--- src/rtl/store_checker_pkg.sv ---
// Shared types for the store checker: FSM states and failure classification.
package store_checker_pkg;

    localparam logic [1:0] FAIL_NONE     = 2'd0;
    localparam logic [1:0] FAIL_MISMATCH = 2'd1;
    localparam logic [1:0] FAIL_TIMEOUT  = 2'd2;
    localparam logic [1:0] FAIL_EMPTY    = 2'd3;

    typedef enum logic [1:0] {
        S_IDLE,
        S_RUN,
        S_PASS,
        S_FAIL
    } state_t;

    typedef enum logic [1:0] {
        FC_NONE     = FAIL_NONE,
        FC_MISMATCH = FAIL_MISMATCH,
        FC_TIMEOUT  = FAIL_TIMEOUT,
        FC_EMPTY    = FAIL_EMPTY
    } fail_code_t;

endpackage

--- src/rtl/store_checker_table.sv ---
// Expected-store register file: one synchronous write port, one combinational read port.
module exp_table
    import store_checker_pkg::*;
#(
    parameter int ADDR_W = 32,
    parameter int DATA_W = 32,
    parameter int DEPTH  = 4,
    parameter int IDX_W  = 2
) (
    input  logic              clk,
    input  logic              we,
    input  logic [IDX_W-1:0]  w_idx,
    input  logic [ADDR_W-1:0] w_addr,
    input  logic [DATA_W-1:0] w_data,
    input  logic [IDX_W-1:0]  r_idx,
    output logic [ADDR_W-1:0] r_addr,
    output logic [DATA_W-1:0] r_data
);

    logic [ADDR_W+DATA_W-1:0] mem [DEPTH];

    // Contents are not reset; only entries below the write pointer are ever read.
    always_ff @(posedge clk) begin
        if (we) begin
            mem[w_idx] <= {w_addr, w_data};
        end
    end

    assign {r_addr, r_data} = mem[r_idx];

endmodule

--- config.mk ---
export PLATFORM = sky130hd
export DESIGN_NAME = exp_table
export DESIGN_NICKNAME = d
export VERILOG_FILES = /design/src/rtl/store_checker_pkg.sv /design/src/rtl/store_checker_table.sv
export SDC_FILE = /design/constraint.sdc
export NUM_CORES = 1
export LEC_CHECK = 0
export BUFFER_PORTS_ARGS = -buffer_cell sky130_fd_sc_hd__clkbuf_2
export CORE_MARGIN = 3
export CORE_UTILIZATION = 47
export DETAILED_ROUTE_END_ITERATION = 8
export PLACE_DENSITY = 0.68
export SLEW_MARGIN = 20
export SYNTH_ARGS = -nofsm -noshare
export SYNTH_HDL_FRONTEND = slang
export SYNTH_SLANG_ARGS = --single-unit
--- constraint.sdc ---
create_clock -name clk -period 7.8 [get_ports clk]
set_input_delay 1.56 -clock clk [delete_from_list [all_inputs] [get_ports clk]]
set_output_delay 1.56 -clock clk [all_outputs]
set_load 0.1 [all_outputs]
### Word level (Yosys, flattened, before mapping)

Memories as Yosys holds them, arrays and structs flattened.
Index checks and enable logic that the tools add are counted.

| operators by class | value |
|---|---|
| muxes and demuxes | 2 |

Operator list:

| cell | number |
|---|---|
| two-way mux 1 bit | 2 |

| storage, ports and cells | value |
|---|---|
| bits of input ports | 70 |
| flip-flop bits (word level) | 0 |
| memories | 1 |
| RAM bits | 256 |

Memory list:

| name | depth | width | read ports | clocked after Yosys merged registers in | write ports | line | RTL |
|---|---|---|---|---|---|---|---|
| mem | 4 | 64 | 1 | 0 | 1 | store_checker_table.sv:20 | `logic [ADDR_W+DATA_W-1:0] mem [DEPTH];` |

### Longest topological paths before layout

Gate-level depths: netlist of run 1.

| logic depth | value |
|---|---|
| word-level depth | 2 |
| depth in mapped cells | 3 |
| mapped depth without buffers | 1 |

### Least setup slack after synthesis of run 1

OpenSTA, ideal clock, no wires.

| timing | value |
|---|---|
| path kind | input port to flip-flop |
| from | input port w_idx[0] |
| to | memory mem[0][0] (netlist bit), enable pin |
| data arrival time | 6262 ps |
| setup slack | 959 ps |
| setup time | 579 ps |
| cell stages on the path | 1 |
| path through | nor3b_1 |

RTL lines:

| element | line | RTL |
|---|---|---|
| from (decl) | store_checker_table.sv:12 | `input logic [IDX_W-1:0] w_idx,` |
| to (decl) | store_checker_table.sv:20 |  |

Straight into the memory's write port.

### Final worst setup path of run 1

| timing | value |
|---|---|
| from | input port r_idx[0] |
| to | output port r_addr[31] |

| between the ends | value |
|---|---|
| cells in the longest elaborated chain, start to end | 1 |

RTL lines:

| element | line | RTL |
|---|---|---|
| from (decl) | store_checker_table.sv:15 | `input logic [IDX_W-1:0] r_idx,` |
| memory (4 x 64 bit) | n/a |  |
| to (decl) | store_checker_table.sv:16 | `output logic [ADDR_W-1:0] r_addr,` |

No other way between the ends.

==> reports/metrics.yaml, run 1 <==
antenna_found_initial: 1
synth_top_family_by_area: "multiplexers"
synth_edf_count: 256
avgSynthCellArea_sq_um: 27.6
dp_slack_ns: 2.65
diodes: 0
syn_nets: 408
clk_pin_slew_ns: 0.06
synth_simple_gate_area_share: 0.00335
relSlewSlack: 0.334
tightest_slew_ns: 0.999
synth_mux_area_frac: 0.156
cts_hold_buf: 0
cts_resized: 0
synth_async_sr_flop_share: 0
worst-endpoint-required_ns: 6.24
gp_congestion: 0.678
multi_input_area_sq_um: 1510
regMostFlops: "mem"
drt-initial-drc-count: 245
path_max_fanout: 23
drive_above_1_share: 0.467
synthCells: 338
largest_reg_flops: 256
syn2layout_area_growth_pct: 18.4
power_mw: 3.20
status: "finished, final reports clean"
stdcell_count: 768
cp.arrival_ns: 3.49
die_w_um: 147
n_fill_cell: 1449
num_rows: 50
vias: 4084
synthXorXnorAreaFrac: 0
finalHoldViolCount: 0
netlist_area_sq_um: 9340
ant_nets: 0
setup_ws_ns: 2.75
post-route-min-period_ns: 5.05
finalCritPeriodShare: 0.647
layout.nets: 561
yosys-top-cells-area: "edfxtp_1 (82%), mux4_2 (14%), buf_12 (1.3%), mux4_1 (1.1%), buf_2 (0.32%)"
grt_pass1_wl_um: 25500
synth.cells.most_frequent: "edfxtp_1 (256), mux4_2 (60), buf_12 (6), buf_2 (6), mux4_1 (4)"
grt_pass1_vias: 4627
ys_warn_count: 0
critPathCaptureType: "primary output"
p_leak_nw: 3.78
worstSetupStartpointType: "input port"
cts_max_level: 1
core_area_sq_um: 19100
setup_violations: 0
cts_made_buffers: 26
synth_seq_area_share: 0.823
wl_per_cell_um: 20.7
regArea_sq_um: 7690
drc_errors: 0
cap_viol_max_count: 0
placed_area_sq_um: 10200
synth_seq_cells: 256
wl_um: 15900
slew_viol_final: 0
drt_pass1_iterations: 4
min_from: "w_data[3]"
synth_compound_area_frac: 0
clock-sinks: 256
synth_top_area_frac: 0.823
clockBufferDepth: 3
start_util: 0.488
ys_types: 10
io_pins: 134
fp.dieH_um: 147
grt_max_degree: 65
via_per_inst: 5.32
rsz0062_at_grt: "no"
cts_tree: "yes"
yosysTopAreaCell: "edfxtp_1"
cts-root-buf: "clkbuf_16"
fmax_mhz: 198
critical_path_class: "in2out"
grtUsageTotal: 0.151
synthMostInstantiatedCell: "edfxtp_1"
power_density_nw_per_um2: 289
final_area_sq_um: 11100
io_buffers: 133
dp_hpwl_um: 9300
synth_flop_cell: "edfxtp_1"
overflow: 0
critPathLaunch: "r_idx[0]"
ir_worst_vdd_mv: 0.311
holdCritPathClass: "in2reg"
setup_tns_ns: 0
dieArea_sq_um: 21600
synthAdderAreaFrac: 0
reg.largest.list: "mem (256)"
dpl.cell_count: 723
postCtsSetupRepairBufs: 0
==> power breakdown <==
group,leakage [nW],switching (mW),internal (mW)
clock network,0.402,0.464,0.724
registers,2.35,0.0139,1.59
logic,1.02,0.323,0.0838
==> metrics by stage <==
step                      utilization  hold WS [ns]
after floorplan                     -          1.66
after global routing            0.578          1.24
final                           0.578          1.26
after global placement          0.535          1.77
after CTS                       0.578          1.23
after detailed placement        0.535          1.78
==> per-layer routing <==
| metal | GRT usage | vias to the layer above | part of all wire |
|---|---|---|---|
| met5 | 0 | - | 0.00057 |
| met4 | 0.0401 | 2 | 0.019 |
| met3 | 0.0494 | 32 | 0.078 |
| met2 | 0.251 | 129 | 0.49 |
| met1 | 0.195 | 2120 | 0.41 |
| li1 | - | 1801 | - |
==> cells by family (layout without fill, tap and decap cells) <==
logic type             after synthesis  in the layout
flip-flops                         256            256
AND/OR/NAND/NOR                      4              4
multiplexers                        64             64
buffers and inverters               14            184
==> final cells by class <==
| type | count | share of cell area |
|---|---|---|
| clock buffers | 32 | 0.0628 |
| well taps | 260 | 0.0294 |
| flip-flops and latches | 256 | 0.695 |
| multi-input cells | 68 | 0.136 |
| repair buffers | 139 | 0.0647 |
| clock inverters | 13 | 0.0122 |
==> path summary, 6_finish.rpt <==
| path | end | slack [ns] | cells after the start |
|---|---|---|---|
| hold / removal | mem[1][3] | 1.26 | 1 |
| setup / recovery | r_addr[31] | 2.75 | 4 |
==> cells in the final DEF (no fill, tap or decap), drive strengths merged <==
| master | count |
|---|---|
| edfxtp | 256 |
| clkbuf | 163 |
| mux4 | 64 |
| clkinv | 9 |
| buf | 8 |
| bufinv | 3 |
| and3b | 2 |
| nor3b | 1 |
| and3 | 1 |
| clkinvlp | 1 |
==> worst max-delay path, stage by stage <==
cell and delay, ns:
buf_4 0.37, buf_4 0.50, mux4_1 0.63, clkbuf_2 0.39
Note: power is estimated with default switching activity, not from simulation.
==> inputs of run 2 (changes only) <==
- ABC_AREA: not set -> 1
- PLACE_DENSITY: 0.68 -> 0.69
- clock period: 7.8 -> 4.1 ns (I/O delays scaled with it)
==> reports/metrics.yaml, run 2 <==
drc_errors: 0  # unchanged
post-route-min-period_ns: 3.06
synth_edf_count: 256  # unchanged
setup_tns_ns: 0  # unchanged
status: "finished, final reports clean"  # unchanged
fp.dieH_um: 157  # was 147 um
grt_max_degree: 129  # was 65
cts_resized: 0  # unchanged
antenna_found_initial: 1  # unchanged
fmax_mhz: 327
drt_pass1_iterations: 5  # was 4
ant_nets: 0  # unchanged
grtUsageTotal: 0.179  # was 0.151
syn_nets: 1080  # was 408
worstSetupStartpointType: "input port"  # unchanged
wl_um: 22000  # was 15900 um
synth_async_sr_flop_share: 0  # unchanged
io_buffers: 133  # unchanged
core_area_sq_um: 22200  # was 19100 sq um
netlist_area_sq_um: 10800  # was 9340 sq um
io_pins: 134  # unchanged
synth_top_area_frac: 0.714  # was 0.823
cap_viol_max_count: 0  # unchanged
cts_max_level: 1  # unchanged
cts_hold_buf: 0  # unchanged
hold_path_depth: 1  # unchanged
p_leak_nw: 6.24  # was 3.78 nW
finalCritPeriodShare: 0.745
synth_flop_cell: "edfxtp_1"  # unchanged
p_comb_frac: 0.167  # was 0.127
relSlewSlack: 0.338  # was 0.334
min_from: "w_data[30]"  # was w_data[3]
drive_above_1_share: 0.161  # was 0.467
drt-initial-drc-count: 431  # was 245
ys_warn_count: 0  # unchanged
cp.arrival_ns: 2.24  # was 3.49 ns
power.net_switching_mw: 1.70  # was 0.801 mW
path_delay_family: "buffers and inverters"  # unchanged
synth_seq_area_share: 0.714  # was 0.823
power_mw: 6.56  # was 3.20 mW
slew_viol_final: 0  # unchanged
power_density_nw_per_um2: 482  # was 289 nW/um^2
diodes: 0  # unchanged
rsz0062_at_grt: "no"  # unchanged
n_fill_cell: 1704  # was 1449
synth.cells.most_frequent: "nand2_1 (320), inv_1 (259), edfxtp_1 (256)"  # was edfxtp_1 (256), mux4_2 (60), buf_12 (6), buf_2 (6), mux4_1 (4)
start_util: 0.486  # was 0.488
stdcell_count: 1436  # was 768
cp_slowest_cell: "inv_4"  # was mux4_1
clockBufferDepth: 3  # unchanged
path_cells: "buf_4, inv_4, buf_12, nand2_1, nand3_1, nand2_1, buf_12"  # was buf_4, buf_4, mux4_1, clkbuf_2
synth_seq_cells: 256  # unchanged
yosys-top-cells-area: "edfxtp_1 (71%), nand2_1 (11%), inv_1 (9.0%), nand3_1 (6.0%), buf_2 (0.98%)"  # was edfxtp_1 (82%), mux4_2 (14%), buf_12 (1.3%), mux4_1 (1.1%), buf_2 (0.32%)
grt_pass1_wl_um: 34800  # was 25500 um
die_w_um: 157  # was 147 um
avgSynthCellArea_sq_um: 10.7  # was 27.6 sq um
holdCritPathClass: "in2reg"  # unchanged
cts_made_buffers: 26  # unchanged
internal-power_mw: 4.86  # was 2.40 mW
worst-endpoint-required_ns: 3.28  # was 6.24 ns
num_rows: 54  # was 50
grt_pass1_vias: 6937  # was 4627
dpl.cell_count: 1393  # was 723
ys_types: 10  # unchanged
overflow: 0  # unchanged
seqPwrFrac: 0.465  # was 0.501
reg.largest.list: "mem (256)"  # unchanged
regArea_sq_um: 7690  # unchanged
setup_violations: 0  # unchanged
tightest_slew_ns: 0.994  # was 0.999 ns
postCtsSetupRepairBufs: 0  # unchanged
ir_worst_vdd_mv: 0.367  # was 0.311 mV
critical_path_class: "in2out"  # unchanged
clock-sinks: 256  # unchanged
yosysTopAreaCell: "edfxtp_1"  # unchanged
p_clk_frac: 0.368  # was 0.372
cts_tree: "yes"  # unchanged
dp_hpwl_um: 12600  # was 9300 um
synthCells: 1010  # was 338
largest_reg_flops: 256  # unchanged
hold_path_end: "mem[1][30]"  # was mem[1][3]
vias: 6902  # was 4084
layout_commonest_cell: "nand2_1"  # was edfxtp_1
multi_input_area_sq_um: 1910  # was 1510 sq um
via_per_inst: 4.81  # was 5.32
switching_share: 0.259  # was 0.251
critPathCaptureType: "primary output"  # unchanged
path_max_fanout: 55  # was 23
clk_pin_slew_ns: 0.06  # about the same
synthMostInstantiatedCell: "nand2_1"  # was edfxtp_1
finalHoldViolCount: 0  # unchanged
cts-root-buf: "clkbuf_16"  # unchanged
dieArea_sq_um: 24700  # was 21600 sq um
final_cell_mix: "nand2_1 (320), inv_1 (259), edfxtp_1 (256), nand3_1 (128), buf_12 (71)"  # was edfxtp_1 (256), clkbuf_2 (131), mux4_2 (60), clkbuf_16 (27), buf_4 (8)
gp_congestion: 0.699  # was 0.678
cpPeakStageDelay_ns: 0.43  # was 0.63 ns
path_depth: 7  # was 4
wl_per_cell_um: 15.3  # was 20.7 um
layout.nets: 1211  # was 561
syn2layout_area_growth_pct: 26.4  # was 18.4%
regMostFlops: "mem"  # unchanged
critPathBufInv: 4  # was 3
[run 2: cell count changes after synthesis, sizes merged, moves of 3 or more]
cell and delta:
nand2 +320, mux4 -64, inv +261, buf +24, nand3 +128, nor3 +4, clkbuf +3
[run 2: how the worst max path moves through the flow]
stage / startpoint / to / slack (ns)
after floorplan: w_idx[0] / mem[3][0] / 0.24
after global placement: r_idx[1] / r_data[13] / 1.04
after detailed placement: r_idx[0] / r_addr[24] / 1.00
after CTS: r_idx[0] / r_data[15] / 1.00
after global routing: r_idx[0] / r_data[1] / 0.92
final: r_idx[0] / r_data[6] / 1.04
[run 2: cell type report]
class,count,area share
Timing Repair Buffer,144,0.132
Sequential cell,256,0.565
Clock buffer,31,0.0508
Clock inverter,12,0.0135
Tap cell,280,0.0258
Multi-Input combinational cell,452,0.140
Inverter,261,0.0722
[run 2: power by group through the flow]
stage	Sequential, mW	Combinational [mW]	Clock, mW
finish	3.05	1.09	2.41
global placement	3.10	1.09	0
CTS	3.05	1.11	2.46
detailed placement	3.10	1.10	0
floorplan	3.10	0.679	0
global route	3.06	1.16	2.57
[run 2: cell families after synthesis]
group	share of synthesized area
buf+inv	0.113
flops	0.714
simple gates	0.173
[run 2: through the flow]
stage	worst slack, ns	cell area [sq um]	utilization	hold WS [ns]
3_5_place_dp	1.00	12700	0.574	1.04
3_3_place_gp	1.04	12700	0.574	1.04
5_1_grt	0.917	13600	0.614	0.502
4_1_cts	1.00	13600	0.614	0.502
2_1_floorplan	0.240	10800	-	0.919
6_report	1.04	13600	0.614	0.525
[run 2: routing by layer]
layer  wire (um)  up-vias  track usage
li1            -     3409            -
met1        8990     3232        0.228
met2       11200      221        0.317
met3        1360       38       0.0313
met4         431        2       0.0521
met5          11        -            0
==> inputs of run 3 (changes only) <==
- clock period: 4.1 -> 2.5 ns (I/O delays scaled with it)
==> reports/metrics.yaml, run 3 (synthesis results as in run 2) <==
status: "finished, final reports clean"  # unchanged
grt_util_met3: 0.0360  # was 0.0313
holdCritPathClass: "in2reg"  # unchanged
critPathCaptureType: "primary output"  # unchanged
finalCritPeriodShare: 0.816
worst-endpoint-required_ns: 2.00  # was 3.28 ns
core_area_sq_um: 22200  # unchanged
antenna_found_initial: 1  # unchanged
io_buffers: 133  # unchanged
regArea_sq_um: 7690  # unchanged
via_per_inst: 4.74  # was 4.81
endpoint: "r_data[11]"  # was r_data[6]
critical_path_class: "in2out"  # unchanged
critPathLaunch: "r_idx[0]"  # unchanged
cap_viol_max_count: 0  # unchanged
rsz0062_at_grt: "no"  # unchanged
postCtsSetupRepairBufs: 0  # unchanged
cp_slowest_cell: "buf_12"  # was inv_4
vias: 6833  # was 6902
cts_made_buffers: 25  # was 26
die_w_um: 157  # unchanged
syn2layout_area_growth_pct: 26.3  # was 26.4%
dieArea_sq_um: 24700  # unchanged
cts_tree: "yes"  # unchanged
wl_um: 21400  # was 22000 um
slew_viol_final: 0  # unchanged
grt_busiest_layer: "met2"  # unchanged
cts_hold_buf: 0  # unchanged
cts_max_level: 1  # unchanged
overflow: 0  # unchanged
grt_pass1_vias: 6878  # was 6937
fp.dieH_um: 157  # unchanged
dp_hpwl_um: 12900  # was 12600 um
num_rows: 54  # unchanged
grtUsageTotal: 0.174  # was 0.179
multi_input_area_sq_um: 1910  # unchanged
final_cell_mix: "nand2_1 (320), inv_1 (259), edfxtp_1 (256), nand3_1 (128), buf_12 (75)"  # was nand2_1 (320), inv_1 (259), edfxtp_1 (256), nand3_1 (128), buf_12 (71)
setup_violations: 0  # unchanged
fmax_mhz: 490
grt_util_met2: 0.309  # was 0.317
reg.largest.list: "mem (256)"  # unchanged
power_mw: 10.4  # was 6.56 mW
drive_above_1_share: 0.160  # was 0.161
post-route-min-period_ns: 2.04
diodes: 0  # unchanged
io_pins: 134  # unchanged
grt_pass1_wl_um: 33800  # was 34800 um
p_leak_nw: 6.23  # was 6.24 nW
clk_pin_slew_ns: 0.06  # about the same
dpl.cell_count: 1397  # was 1393
gp_congestion: 0.745  # was 0.699
regMostFlops: "mem"  # unchanged
cp.arrival_ns: 1.54  # was 2.24 ns
worstSetupStartpointType: "input port"  # unchanged
wl_per_cell_um: 14.9  # was 15.3 um
clockBufferDepth: 3  # unchanged
power_density_nw_per_um2: 764  # was 482 nW/um^2
layout_commonest_cell: "nand2_1"  # unchanged
tightest_slew_ns: 0.495  # was 0.994 ns
largest_reg_flops: 256  # unchanged
drt_pass1_iterations: 5  # unchanged
layout.nets: 1214  # was 1211
ant_nets: 0  # unchanged
path_max_fanout: 68  # was 55
ir_worst_vdd_mv: 0.567  # was 0.367 mV
path_cells: "buf_4, inv_4, buf_12, nand2_1, nand3_1, nand2_1, buf_12"  # unchanged
cpPeakStageDelay_ns: 0.27  # was 0.43 ns
clock-sinks: 256  # unchanged
use_met1: 0.212  # was 0.228
drc_errors: 0  # unchanged
stdcell_count: 1441  # was 1436
grt_max_degree: 69  # was 129
cts-root-buf: "clkbuf_16"  # unchanged
cts_resized: 0  # unchanged
relSlewSlack: 0.670  # was 0.338
finalHoldViolCount: 0  # unchanged
start_util: 0.486  # unchanged
n_fill_cell: 1709  # was 1704
drt-initial-drc-count: 409  # was 431
run 3: changes by cell type in the layout (fill, tap and decap cells not counted):
| cell | delta |
|---|---|
| buf_12 | +4 |
| clkbuf_16 | -2 |
| bufinv_16 | -2 |
| clkinv_1 | +2 |
| clkinvlp_4 | -1 |
| clkbuf_1 | +3 |
| clkinv_2 | +1 |
run 3: worst min path at each step:
| stage | start | to | slack [ns] | cells after the start |
|---|---|---|---|---|
| CTS | w_addr[30] | mem[0][62] | 0.19 | 1 |
| detailed placement | w_data[28] | mem[2][28] | 0.72 | 1 |
| finish | w_data[19] | mem[2][19] | 0.21 | 1 |
| global placement | w_addr[18] | mem[3][50] | 0.72 | 1 |
| global route | w_data[1] | mem[2][1] | 0.20 | 1 |
| floorplan | w_data[0] | mem[0][0] | 0.60 | 0 |
run 3: layout make-up:
type,instances,area share
Inverter,261,0.0723
Timing Repair Buffer,148,0.138
Tap cell,280,0.0258
Multi-Input combinational cell,452,0.140
Clock inverter,12,0.00949
Clock buffer,32,0.0480
Sequential cell,256,0.566
run 3: where the power goes:
part,switching (mW),internal (mW),leakage (nW),total (mW)
clock,1.44,2.14,0.382,3.58
combinational,1.24,0.569,3.50,1.81
sequential,0.0458,4.95,2.35,5.00
run 3: metal layers:
layer / vias to the layer above / routed length [um]
met1: 3166 / 8520
met4: 2 / 533
met5: - / 13
li1: 3415 / -
met2: 205 / 10900
met3: 45 / 1450
run 3: worst max-delay path: cells and delay by family:
| kind | cells | cell delay, ns |
|---|---|---|
| simple gates | 3 | 0.29 |
| buf+inv | 4 | 0.69 |
run 3: through the flow:
stage | worst slack (ns) | hold slack [ns] | instance area (sq um) | util | setup TNS [ns]
finish | 0.461 | 0.213 | 13600 | 0.613 | 0
global route | 0.357 | 0.197 | 13600 | 0.613 | 0
floorplan | -0.107 | 0.599 | 10800 | - | -27.28
global placement | 0.466 | 0.717 | 12800 | 0.578 | 0
CTS | 0.448 | 0.192 | 13600 | 0.613 | 0
detailed placement | 0.459 | 0.719 | 12800 | 0.578 | 0
